`config.mk`:
```
export PLATFORM = sky130hd
export DESIGN_NAME = morse_tx_sequencer
export DESIGN_NICKNAME = d
export VERILOG_FILES = /design/src/rtl/morse_tx_sequencer.sv
export SDC_FILE = /design/constraint.sdc
export NUM_CORES = 1
export LEC_CHECK = 0
export ABC_AREA = 0
export CAP_MARGIN = 30
export CORE_MARGIN = 2
export CORE_UTILIZATION = 40
export CTS_CLUSTER_DIAMETER = 120
export DETAILED_ROUTE_END_ITERATION = 8
export REMOVE_ABC_BUFFERS = 1
export SETUP_SLACK_MARGIN = 0.1
export SYNTH_ARGS = -nofsm -noshare
export SYNTH_HDL_FRONTEND = slang
export SYNTH_SLANG_ARGS = --single-unit
```
`constraint.sdc`:
```
create_clock -name clk_i -period 4.9 [get_ports clk_i]
set_input_delay 0.98 -clock clk_i [delete_from_list [all_inputs] [get_ports clk_i]]
set_output_delay 0.98 -clock clk_i [all_outputs]
set_load 0.02 [all_outputs]
```
`src/rtl/morse_tx_sequencer.sv`:
```
// Morse transmitter: accepts ASCII characters over valid/ready and sequences
// dot/dash/gap timing on a single serial line, scaled by a latched dot period.
module morse_tx_sequencer #(
    parameter int PERIOD_WIDTH = 28
) (
    input  logic                    clk_i,
    input  logic                    rst_i,
    input  logic [7:0]              char_i,
    input  logic                    char_valid_i,
    output logic                    char_ready_o,
    input  logic [PERIOD_WIDTH-1:0] dot_period_i,
    output logic                    morse_o,
    output logic                    busy_o,
    output logic                    unknown_o,
    output logic                    dot_period_error_o
);
    localparam int CW = PERIOD_WIDTH + 2;
    localparam logic [CW-1:0] ONE = 1;

    typedef enum logic [2:0] {IDLE, MARK, ELEM_GAP, CHAR_GAP, WORD_GAP} state_t;

    state_t        state_q, state_d;
    logic [CW-1:0] cnt_q, cnt_d, p_q, p_d, p3_q, p3_d;
    logic [4:0]    pat_q, pat_d;
    logic [2:0]    rem_q, rem_d;
    logic          ready_q, ready_d, morse_q, morse_d, busy_q, busy_d;
    logic          unk_q, unk_d, perr_q, perr_d;

    logic [7:0]    code;
    logic [2:0]    code_len;
    logic [4:0]    code_pat, pat_al;
    logic [CW-1:0] p_in, p3_in, p4_in;
    logic          accept, is_space;

    // Returns {length, pattern}; pattern is right-aligned, first element in
    // the highest used bit, 1 = dash. Length 0 means no code.
    function automatic logic [7:0] lookup(input logic [7:0] c);
        logic [7:0] u;
        u = (c >= 8'h61 && c <= 8'h7a) ? c - 8'h20 : c;
        case (u)
            "A": return {3'd2, 5'b00001};  "B": return {3'd4, 5'b01000};
            "C": return {3'd4, 5'b01010};  "D": return {3'd3, 5'b00100};
            "E": return {3'd1, 5'b00000};  "F": return {3'd4, 5'b00010};
            "G": return {3'd3, 5'b00110};  "H": return {3'd4, 5'b00000};
            "I": return {3'd2, 5'b00000};  "J": return {3'd4, 5'b00111};
            "K": return {3'd3, 5'b00101};  "L": return {3'd4, 5'b00100};
            "M": return {3'd2, 5'b00011};  "N": return {3'd2, 5'b00010};
            "O": return {3'd3, 5'b00111};  "P": return {3'd4, 5'b00110};
            "Q": return {3'd4, 5'b01101};  "R": return {3'd3, 5'b00010};
            "S": return {3'd3, 5'b00000};  "T": return {3'd1, 5'b00001};
            "U": return {3'd3, 5'b00001};  "V": return {3'd4, 5'b00001};
            "W": return {3'd3, 5'b00011};  "X": return {3'd4, 5'b01001};
            "Y": return {3'd4, 5'b01011};  "Z": return {3'd4, 5'b01100};
            "0": return {3'd5, 5'b11111};  "1": return {3'd5, 5'b01111};
            "2": return {3'd5, 5'b00111};  "3": return {3'd5, 5'b00011};
            "4": return {3'd5, 5'b00001};  "5": return {3'd5, 5'b00000};
            "6": return {3'd5, 5'b10000};  "7": return {3'd5, 5'b11000};
            "8": return {3'd5, 5'b11100};  "9": return {3'd5, 5'b11110};
            default: return 8'h00;
        endcase
    endfunction

    always_comb begin
        code     = lookup(char_i);
        code_len = code[7:5];
        code_pat = code[4:0];
        // Left-align so the element being sent is always bit 4.
        pat_al   = code_pat << (3'd5 - code_len);
        is_space = (char_i == 8'h20);
        accept   = char_valid_i & ready_q;
        p_in     = {2'b00, dot_period_i};
        p3_in    = p_in + {p_in[CW-2:0], 1'b0};
        p4_in    = {p_in[CW-3:0], 2'b00};

        state_d = state_q;
        cnt_d   = cnt_q;
        p_d     = p_q;
        p3_d    = p3_q;
        pat_d   = pat_q;
        rem_d   = rem_q;
        ready_d = ready_q;
        morse_d = morse_q;
        busy_d  = busy_q;
        unk_d   = 1'b0;
        perr_d  = 1'b0;

        case (state_q)
            IDLE: begin
                ready_d = 1'b1;
                busy_d  = 1'b0;
                morse_d = 1'b0;
                if (accept) begin
                    if (dot_period_i == '0) begin
                        perr_d = 1'b1;
                    end else if (is_space) begin
                        state_d = WORD_GAP;
                        ready_d = 1'b0;
                        busy_d  = 1'b1;
                        cnt_d   = p4_in - ONE;
                        p_d     = p_in;
                        p3_d    = p3_in;
                    end else if (code_len == 3'd0) begin
                        unk_d = 1'b1;
                    end else begin
                        state_d = MARK;
                        ready_d = 1'b0;
                        busy_d  = 1'b1;
                        morse_d = 1'b1;
                        cnt_d   = (pat_al[4] ? p3_in : p_in) - ONE;
                        pat_d   = pat_al << 1;
                        rem_d   = code_len - 3'd1;
                        p_d     = p_in;
                        p3_d    = p3_in;
                    end
                end
            end
            default: begin
                if (cnt_q != '0) begin
                    cnt_d = cnt_q - ONE;
                end else begin
                    case (state_q)
                        MARK: begin
                            morse_d = 1'b0;
                            if (rem_q != 3'd0) begin
                                state_d = ELEM_GAP;
                                cnt_d   = p_q - ONE;
                            end else begin
                                state_d = CHAR_GAP;
                                cnt_d   = p3_q - ONE;
                            end
                        end
                        ELEM_GAP: begin
                            state_d = MARK;
                            morse_d = 1'b1;
                            cnt_d   = (pat_q[4] ? p3_q : p_q) - ONE;
                            pat_d   = pat_q << 1;
                            rem_d   = rem_q - 3'd1;
                        end
                        default: begin
                            state_d = IDLE;
                            busy_d  = 1'b0;
                            ready_d = 1'b1;
                        end
                    endcase
                end
            end
        endcase
    end

    always_ff @(posedge clk_i or posedge rst_i) begin
        if (rst_i) begin
            state_q <= IDLE;
            cnt_q   <= '0;
            p_q     <= '0;
            p3_q    <= '0;
            pat_q   <= '0;
            rem_q   <= '0;
            ready_q <= 1'b0;
            morse_q <= 1'b0;
            busy_q  <= 1'b0;
            unk_q   <= 1'b0;
            perr_q  <= 1'b0;
        end else begin
            state_q <= state_d;
            cnt_q   <= cnt_d;
            p_q     <= p_d;
            p3_q    <= p3_d;
            pat_q   <= pat_d;
            rem_q   <= rem_d;
            ready_q <= ready_d;
            morse_q <= morse_d;
            busy_q  <= busy_d;
            unk_q   <= unk_d;
            perr_q  <= perr_d;
        end
    end

    assign char_ready_o       = ready_q;
    assign morse_o            = morse_q;
    assign busy_o             = busy_q;
    assign unknown_o          = unk_q;
    assign dot_period_error_o = perr_q;
endmodule

```
Yosys cells after proc, flatten, opt, wreduce, memory -nomap -nowiden
Memory sizes are Yosys's and may differ from the RTL's.
Index checks and enable logic that the tools add are counted.
{ "op_classes": {"reduce_logical": 16, "n_bitwise": 2, "n_mul": 0, "n_shift": 1, "n_lt_le_gt_ge": 2, "n_mux": 64, "add_sub_neg": 11, "div_mod_pow": 0, "eq_ne": 11} }
{ "ops": {"columns": ["cell", "count"], "rows": [
  ["$mux 30", 13],
  ["$sub 30x1->30 const B", 6],
  ["$pmux 30 s2", 1],
  ["$mux 3", 13],
  ["$mux 5", 7],
  ["$add 28x29->30", 1],
  ["$reduce_bool 30->1", 1],
  ["$logic_not 28->1", 1],
  ["$mux 1", 26],
  ["$mux 8", 2],
  ["$reduce_and 4->1", 3],
  ["$ne 2x2->1 const B", 5],
  ["$eq 8x6->1 const B", 1],
  ["$ge 8x7->1 const B", 1],
  ["$le 8x7->1 const B", 1],
  ["$sub 8x6->8 const B", 1],
  ["$logic_not 3->1", 2],
  ["$pmux 3 s2", 1],
  ["$reduce_and 6->1", 1],
  ["$reduce_bool 3->1", 2],
  ["$sub 3x1->3 const B", 2],
  ["$shl 5x3->5", 1],
  ["$ne 2x1->1 const B", 2],
  ["$reduce_and 2->1", 2],
  ["11 further kinds", 11]
]} }
{ "word_totals": {"latchBits": 0, "output_inout_bits": 5, "word_cells": 119, "ff_bits": 106, "memories": 1, "ramBits": 0, "romBits": 1024} }
{ "mem_list": {"columns": ["name", "words", "width", "read_ports", "rd_ports_with_merged_regs", "write_ports", "line", "text"], "rows": [
  ["(no name shown)", 128, 8, 1, 0, 0, "40", "case (u)"]
]} }

Logic depth before layout (Yosys ltp)
Gate-level depths: netlist of the first run.
An unclocked memory read counts as a cell.
{ "logic_depth": {"ltp_word": 14, "mapped_depth": 19, "mapped_depth_nobuf": 14} }

Worst setup path after synthesis of the first run
Ideal clock, no wire load.
{ "synth_timing": {"path_kind": "flip-flop to flip-flop", "start": "register state_q[1]", "end": "register cnt_q[28]", "path_slack_ns": 0.194, "n_path_buf": 6, "arrival_ns": 4.573, "setup_ns": 0.133, "path_stages_with_launch": 20, "t_required_ns": 4.767, "path_cell_list": "dfrtp_1 buf_2 nor3b_2 mux2i_2 buf_4 buf_4 buf_2 mux2_2 a21oi_1 ha_1 nand2_1 or4_1 clkbuf_1 or2_1 clkbuf_1 nor4_1 mux2i_1 a2bb2oi_1 o211a_1 a32oi_1"} }
{ "synth_between": {"elab_chain_len": 4, "elab_cells_between_ends": 11} }
{ "synth_rtl": {"columns": ["element", "line", "text"], "rows": [
  ["start: declaration", "22", "state_t state_q, state_d;"],
  ["start signal: assignment", "164", "state_q <= state_d;"],
  ["$eq 3x2->1 / $eq 3x1->1 (equally long branches)", "121", "case (state_q)"],
  ["$pmux 30 s2", "121", null],
  ["$mux 30", "118", "if (cnt_q != '0) begin"],
  ["$mux 30", "87", "case (state_q)"],
  ["end signal: assignment", "165", "cnt_q <= cnt_d;"],
  ["end: declaration", "23", "logic [CW-1:0] cnt_q, cnt_d, p_q, p_d, p3_q, p3_d;"]
]} }
Parallel ways exist; a longest one is shown, timed or not.
A chain may end at the register's enable or synchronous reset.

Worst setup path in the final report of the first run
{ "layout_timing": {"start": "input dot_period_i[7]", "end": "register cnt_q[29]"} }
{ "layout_between": {"elab_chain_len": 8, "elab_cells_between_ends": 12} }
{ "layout_rtl": {"columns": ["element", "line", "text"], "rows": [
  ["start: declaration", "11", "input logic [PERIOD_WIDTH-1:0] dot_period_i,"],
  ["$add 28x29->30", "72", "p3_in = p_in + {p_in[CW-2:0], 1'b0};"],
  ["$mux 30", "109", "cnt_d = (pat_al[4] ? p3_in : p_in) - ONE;"],
  ["$sub 30x1->30", "109", null],
  ["$mux 30", "102", "end else if (code_len == 3'd0) begin"],
  ["$mux 30", "95", "end else if (is_space) begin"],
  ["$mux 30", "93", "if (dot_period_i == '0) begin"],
  ["$mux 30", "92", "if (accept) begin"],
  ["$mux 30", "87", null]
]} }
Parallel ways exist; a longest one is shown, timed or not. The select of a mux whose other input is x is not followed.

==> results of run 1 <==
## worst paths after layout
check                                startpoint   endpoint  slack (ns)  cells past startpoint
max in group asynchronous                 rst_i   p3_q[14]        3.01                      3
worst max-delay path            dot_period_i[7]  cnt_q[29]        0.32                     15
worst min register to register         p3_q[26]   p3_q[26]        0.47                      2
worst min-delay path                   p3_q[26]   p3_q[26]        0.47                      2
min in group asynchronous                 rst_i   p3_q[28]        1.06                      2
worst max register to register       state_q[1]  cnt_q[28]        0.46                     12
## routing by layer
layer / share of wire, % / vias to the layer above
li1: - / 5201
met1: 47 / 5074
met2: 45 / 288
met3: 5.3 / 61
met4: 3.1 / 0
met5: 0 / -
## what timing repair did
action	in CTS	in global routing
hold endpoints to repair	0	0
setup endpoints to repair	2	11
buffers inserted	1	8
pin swaps	2	13
resized for setup	4	24
## kinds of logic after synthesis
| logic type | synth area share (%) |
|---|---|
| xor+xnor | 7.96 |
| flops | 24.7 |
| mux | 5.02 |
| fa+ha+maj | 8.65 |
| compound gates | 25.3 |
| buf+inv | 4.44 |
| simple gates | 23.9 |
## worst reg2reg max path, delay by kind of cell, from the launching register on
kind            cells  cell delay [ns]
simple gates        4             1.87
mux                 3             0.91
compound gates      4             0.71
flops               1             0.48
buf+inv             1             0.35
## layout make-up
type | instances | area [µm²]
fillers | 2533 | 12500
flip-flops and latches | 102 | 2550
multi-input cells | 1113 | 7400
inverters | 56 | 213
clock inverters | 7 | 83.8
well taps | 330 | 413
repair buffers | 225 | 1830
clock buffers | 9 | 225
## placed cells by master, fill, tap and decap left out, types with 23 or more instances in the layout
cell type / n
inv_1: 51
xnor2_1: 69
nand3_1: 39
o21ai_0: 111
nor3_1: 41
nand2_1: 170
xor2_1: 23
nor2_1: 117
clkdlybuf4s50_1: 37
a21oi_1: 77
ha_1: 67
dfrtp_1: 102
mux2i_1: 29
buf_4: 180
## flip-flops by register name (all words and copies together), names as in the netlist
name                flops
morse_o                 1
cnt_q                  30
char_ready_o            1
p_q                    27
busy_o                  1
pat_q                   4
dot_period_error_o      1
p3_q                   30
state_q                 3
rem_q                   3
unknown_o               1
## power by group through the flow
stage                     clock network (W)  registers [W]  logic [W]
after floorplan                           0       0.000918   0.000486
after global placement                    0       0.000928   0.000832
after detailed placement                  0       0.000928   0.000840
after CTS                          0.000774       0.000911   0.000846
after global routing               0.000812       0.000918   0.000959
final                              0.000767       0.000913   0.000875
## through the flow
| step | std cells | hold slack (ns) | util (%) | cell area (µm²) | TNS (ns) |
|---|---|---|---|---|---|
| final | 1842 | 0.473 | 50.4 | 12700 | 0 |
| after global routing | 1842 | 0.499 | 50.4 | 12700 | 0 |
| after CTS | 1834 | 0.477 | 49.8 | 12600 | 0 |
| after detailed placement | 1817 | 0.458 | 48.5 | 12300 | -1.92 |
| after global placement | 1817 | 0.453 | 48.5 | 12300 | -1.05 |
| after floorplan | 1271 | 0.442 | - | 10100 | -32.62 |
==> metrics.txt, run 1 <==
antenna cells 0; # port buffers 43; wire length per cell 18.7 µm; largest net degree at the start of global routing 56; Synth Instances 1,333; Fmax 0.218 GHz; crit path kind in2reg; Buf/Inv on CP 4; worst-margin pin slew 0.919 ns; Clk pwr share 30.0%; Crit path top cell by count buf_4; crit-path max cell delay 0.59 ns; FFs w/ async S/R, synth 100%; Crit path arrival time 4.85 ns; WP data required 5.17 ns; initial DRC count 861; Post-synth top cells nand2_1 (170), nor2_1 (120), o21ai_0 (112); CP top delay family compound AO/OA/AOI/OAI gates; HP Class reg2reg; Initial Util 40.9%; Layout Nets 1,616; endpoints failing hold 0; final WL 34,400 µm; top-count cell post-synth nand2_1; crit end category register; Num CTS Buffers 9; first-pass GRT wire length 54,800 µm; DR DRC count 0; PwrDens 201 mW/mm²; Top FF cell, synth dfrtp_1; Combinational Power Share 34.3%; CTS root buf clkbuf_16; Crit-path slowest cell or4b_4; CP max FO 4; Post-synth EDFFs 0; top area cells in the synthesized netlist dfrtp_1 (25%), ha_1 (8.4%), nand2_1 (6.2%); Peak VDD IR 0.138 mV; Final min period 4.58 ns; gr busiest metal met2; Syn-to-layout area delta 23.2%; full die area 0.0271 mm²; Slew Viols, Final 0; mapped cell area 0.0103 mm²; clock skew 0.0165 ns; CTS tree done; share of cells above drive strength 1 17.9%; DR vias/cell 5.77; vias in the first global route 10,100; initial antenna violation count 0; Die Width 165 µm; grt met2 use 41.0%; Site Rows 58; grt met1 use 36.3%; GRT Total Usage 25.9%; startpoint class of the critical path input port; clk buf depth 2; core area 0.0253 mm²; Synth top area share 24.7%; Synth cell types 96; status finished clean; Sink Count 102; switching pwr 0.000882 W; switch share 34.5%; Final Power 0.00255 W; DRT antenna net count 0; Die H 165 µm; Max-Cap Viols 0; Yosys reg bits 102; Internal Dissipation 0.00167 W; GR Util met3 3.79%; H-tree depth 3; sequential power share 35.7%; worst setup margin 0.319 ns; Skew-Pair Late Insertion Delay 0.37 ns; mean post-synth cell area 7.74 µm²; hold buffers post-CTS 0; YS warnings 0; Synth area leader dfrtp_1; RSZ-0062 raised after global routing no; via count 10,600; headroom to the max-slew limit 38.4%; CTS clock-pin slew for the worst setup and hold paths 0.07 ns; Final setup viols 0; period utilization 93.5%; Leak 5.31 nW; Seq/Total Area, Yosys 24.7%; routability cong. 0.923; DP HPWL 27,300 µm; grt ovf 0; Initial DRT Pass Iterations 5; Placement Setup Slack -0.329 ns; crit path cell chain clkdlybuf4s50_1, inv_1, ha_1, buf_4, and3_1, a211oi_2, o22a_1, o21ai_0, xor2_1, or4b_4, nor4b_4, buf_4, o211ai_2, o31a_1, o31ai_1; Top-Level Pins 44
Note: power is estimated with default switching activity, not from simulation.
==> run 2, diff against run 1 <==
--- a/config.mk
+++ b/config.mk
@@ -12,7 +12,7 @@
 export CTS_CLUSTER_DIAMETER = 120
 export DETAILED_ROUTE_END_ITERATION = 8
 export REMOVE_ABC_BUFFERS = 1
-export SETUP_SLACK_MARGIN = 0.1
+export SETUP_SLACK_MARGIN = 0.2
 export SYNTH_ARGS = -nofsm -noshare
 export SYNTH_HDL_FRONTEND = slang
 export SYNTH_SLANG_ARGS = --single-unit
==> metrics.txt, run 2 (same netlist as run 1, synthesis figures left out) <==
Final Power 0.00257 W (+0.61%); final WL 34,700 µm (+0.79%); CP top delay family simple AND/OR/NAND/NOR gates; crit end category register; Crit path arrival time 4.82 ns (-0.03 ns); hold_ws 0.474 ns (+0.000635 ns); worst reg2reg path endpoint cnt_q[28]; vias in the first global route 10,100 (+0.41%); post-route setup TNS 0 ns (unchanged); Layout Nets 1,618 (+0.12%); Site Rows 58 (unchanged); hold depth 2 (unchanged); routability cong. 0.923 (unchanged); grt ovf 0 (unchanged); period utilization 92.9% (-0.62 points); DR vias/cell 5.76 (-0.16%); endpoints failing hold 0 (unchanged); Skew-Pair Late Insertion Delay 0.37 ns (about the same); DR DRC count 0 (unchanged); WP data required 5.17 ns (about the same); crit path kind in2reg; core area 0.0253 mm² (unchanged); Buf/Inv on CP 3 (-1); Crit-path slowest cell or4b_4; commonest non-fill, non-tap cell in the layout buf_4; Initial DRT Pass Iterations 5 (unchanged); crit path cell chain dlygate4sd2_1, ha_2, inv_2, fa_2, nor2b_2, o31a_1, a21oi_2, o21bai_4, or4_4, or3_4, or4b_4, nor4b_4, buf_4, o211ai_2, o31a_1, o31ai_1; Reg2Reg Depth 12 (unchanged); wire length per cell 18.8 µm (+0.68%); Crit path top cell by count o31a_1; full die area 0.0271 mm² (unchanged); share of cells above drive strength 1 19.1% (+1.2 points); # port buffers 43 (unchanged); multi-input logic area 0.00751 mm² (+1.5%); via count 10,600 (-0.056%); HP Class reg2reg; H-tree depth 3 (unchanged); Die H 165 µm (unchanged); Slew Viols, Final 0 (unchanged); startpoint class of the critical path input port; DRT antenna net count 0 (unchanged); initial DRC count 857 (-0.46%); Fmax 0.220 GHz (+0.67%); largest net degree at the start of global routing 56 (unchanged); Largest regs cnt_q: 30 flops, p3_q: 30 flops, p_q: 27 flops; worst r2r src state_q[1]; Final setup viols 0 (unchanged); Max-Cap Viols 0 (unchanged); number of fill cells 2,527 (-0.24%); initial antenna violation count 0 (unchanged); Placement Setup Slack -0.329 ns (unchanged); total area of sequential cells 0.00255 mm² (unchanged); crit-path max cell delay 0.56 ns (-0.03 ns); Syn-to-layout area delta 24.2%; Hold Startpoint p3_q[26]; worst setup margin 0.349 ns (+0.0303 ns); CTS clock-pin slew for the worst setup and hold paths 0.08 ns (about the same); worst-margin pin slew 0.939 ns (+0.0200 ns); CP max FO 3 (-1); Leak 5.28 nW (-0.60%); GRT Total Usage 26.0% (+0.091 points); Num CTS Buffers 9 (unchanged); status finished clean; CTS tree done; clk buf depth 2 (unchanged); DP HPWL 27,300 µm (unchanged); Final min period 4.55 ns (-0.0303 ns); Initial Util 40.9% (unchanged); Top-Level Pins 44 (unchanged); clock skew 0.0173 ns (+0.000751 ns); first-pass GRT wire length 55,000 µm (+0.33%); headroom to the max-slew limit 37.1% (-1.3 points); RSZ-0062 raised after global routing yes; Peak VDD IR 0.138 mV (+0.48%); most frequent cells in the layout buf_4 (182), nand2_1 (170), nor2_1 (116); antenna cells 0 (unchanged); Worst R2R Setup Slack 0.60 ns (+0.14 ns); Min-Delay Endpoint p3_q[26]; PwrDens 200 mW/mm² (-0.20%); Die Width 165 µm (unchanged); CTS root buf clkbuf_16; Sink Count 102 (unchanged)
==> run 2: cell types whose count changed in the layout (fill, tap and decap cells not counted), sizes merged <==
cell,change
buf,+2
clkbuf,+1
dlygate4sd2,+5
dlymetal6s2s,-6
==> run 2: metal layers <==
metal | part of all wire [%] | routed length, µm | track usage [%] | up-vias
met5 | 0 | 0 | 0 | -
met4 | 3.1 | 1070 | 8.42 | 0
met3 | 5.0 | 1730 | 3.79 | 60
met2 | 45 | 15600 | 41.3 | 244
met1 | 47 | 16200 | 36.3 | 5102
li1 | - | - | - | 5212
==> run 2: metrics by stage <==
stage               utilization (%)  instance area, µm²  std cells
global placement               48.5               12300       1817
detailed placement             48.5               12300       1817
floorplan                         -               10100       1271
global route                   50.8               12800       1844
finish                         50.8               12800       1844
CTS                            50.1               12600       1839
==> run 2: worst register-to-register path, delay by kind of cell (launching register included) <==
kind | cells | cell delay [ns]
buffers and inverters | 1 | 0.34
AOI/OAI and AO/OA | 4 | 0.72
DFF | 1 | 0.48
and+or+nand+nor | 4 | 1.75
muxes | 3 | 0.88
==> run 2: area by class of cell <==
| class | instances | area share, % |
|---|---|---|
| multi-input combinational | 1113 | 58.6 |
| inverter | 56 | 1.66 |
| tap | 330 | 3.22 |
| clock buffer | 9 | 1.76 |
| sequential | 102 | 19.9 |
| clock inverter | 7 | 0.654 |
| timing repair buffer | 227 | 14.2 |
==> run 2: worst max-delay path by stage <==
stage / from / endpoint / slack [ns] / depth (start not counted)
2_1_floorplan: char_i[0] / cnt_q[7] / -1.00 / 12
3_3_place_gp: dot_period_i[3] / cnt_q[29] / -0.24 / 15
3_5_place_dp: dot_period_i[4] / cnt_q[29] / -0.33 / 15
4_1_cts: dot_period_i[7] / cnt_q[29] / 0.24 / 15
5_1_grt: dot_period_i[10] / cnt_q[29] / 0.16 / 17
6_report: dot_period_i[0] / cnt_q[29] / 0.35 / 16
==> run 2: what timing repair did <==
action	in CTS	in global routing
endpoints found under the setup margin	4	8
pin swaps	10	17
gates resized for setup	21	25
buffers inserted	6	5
hold buffers	0	0
==> run 2: where the power goes <==
part | internal [W] | total (W) | switching, W
clock network | 0.000403 | 0.000769 | 0.000366
registers | 0.000873 | 0.000913 | 0.0000402
logic | 0.000402 | 0.000888 | 0.000486
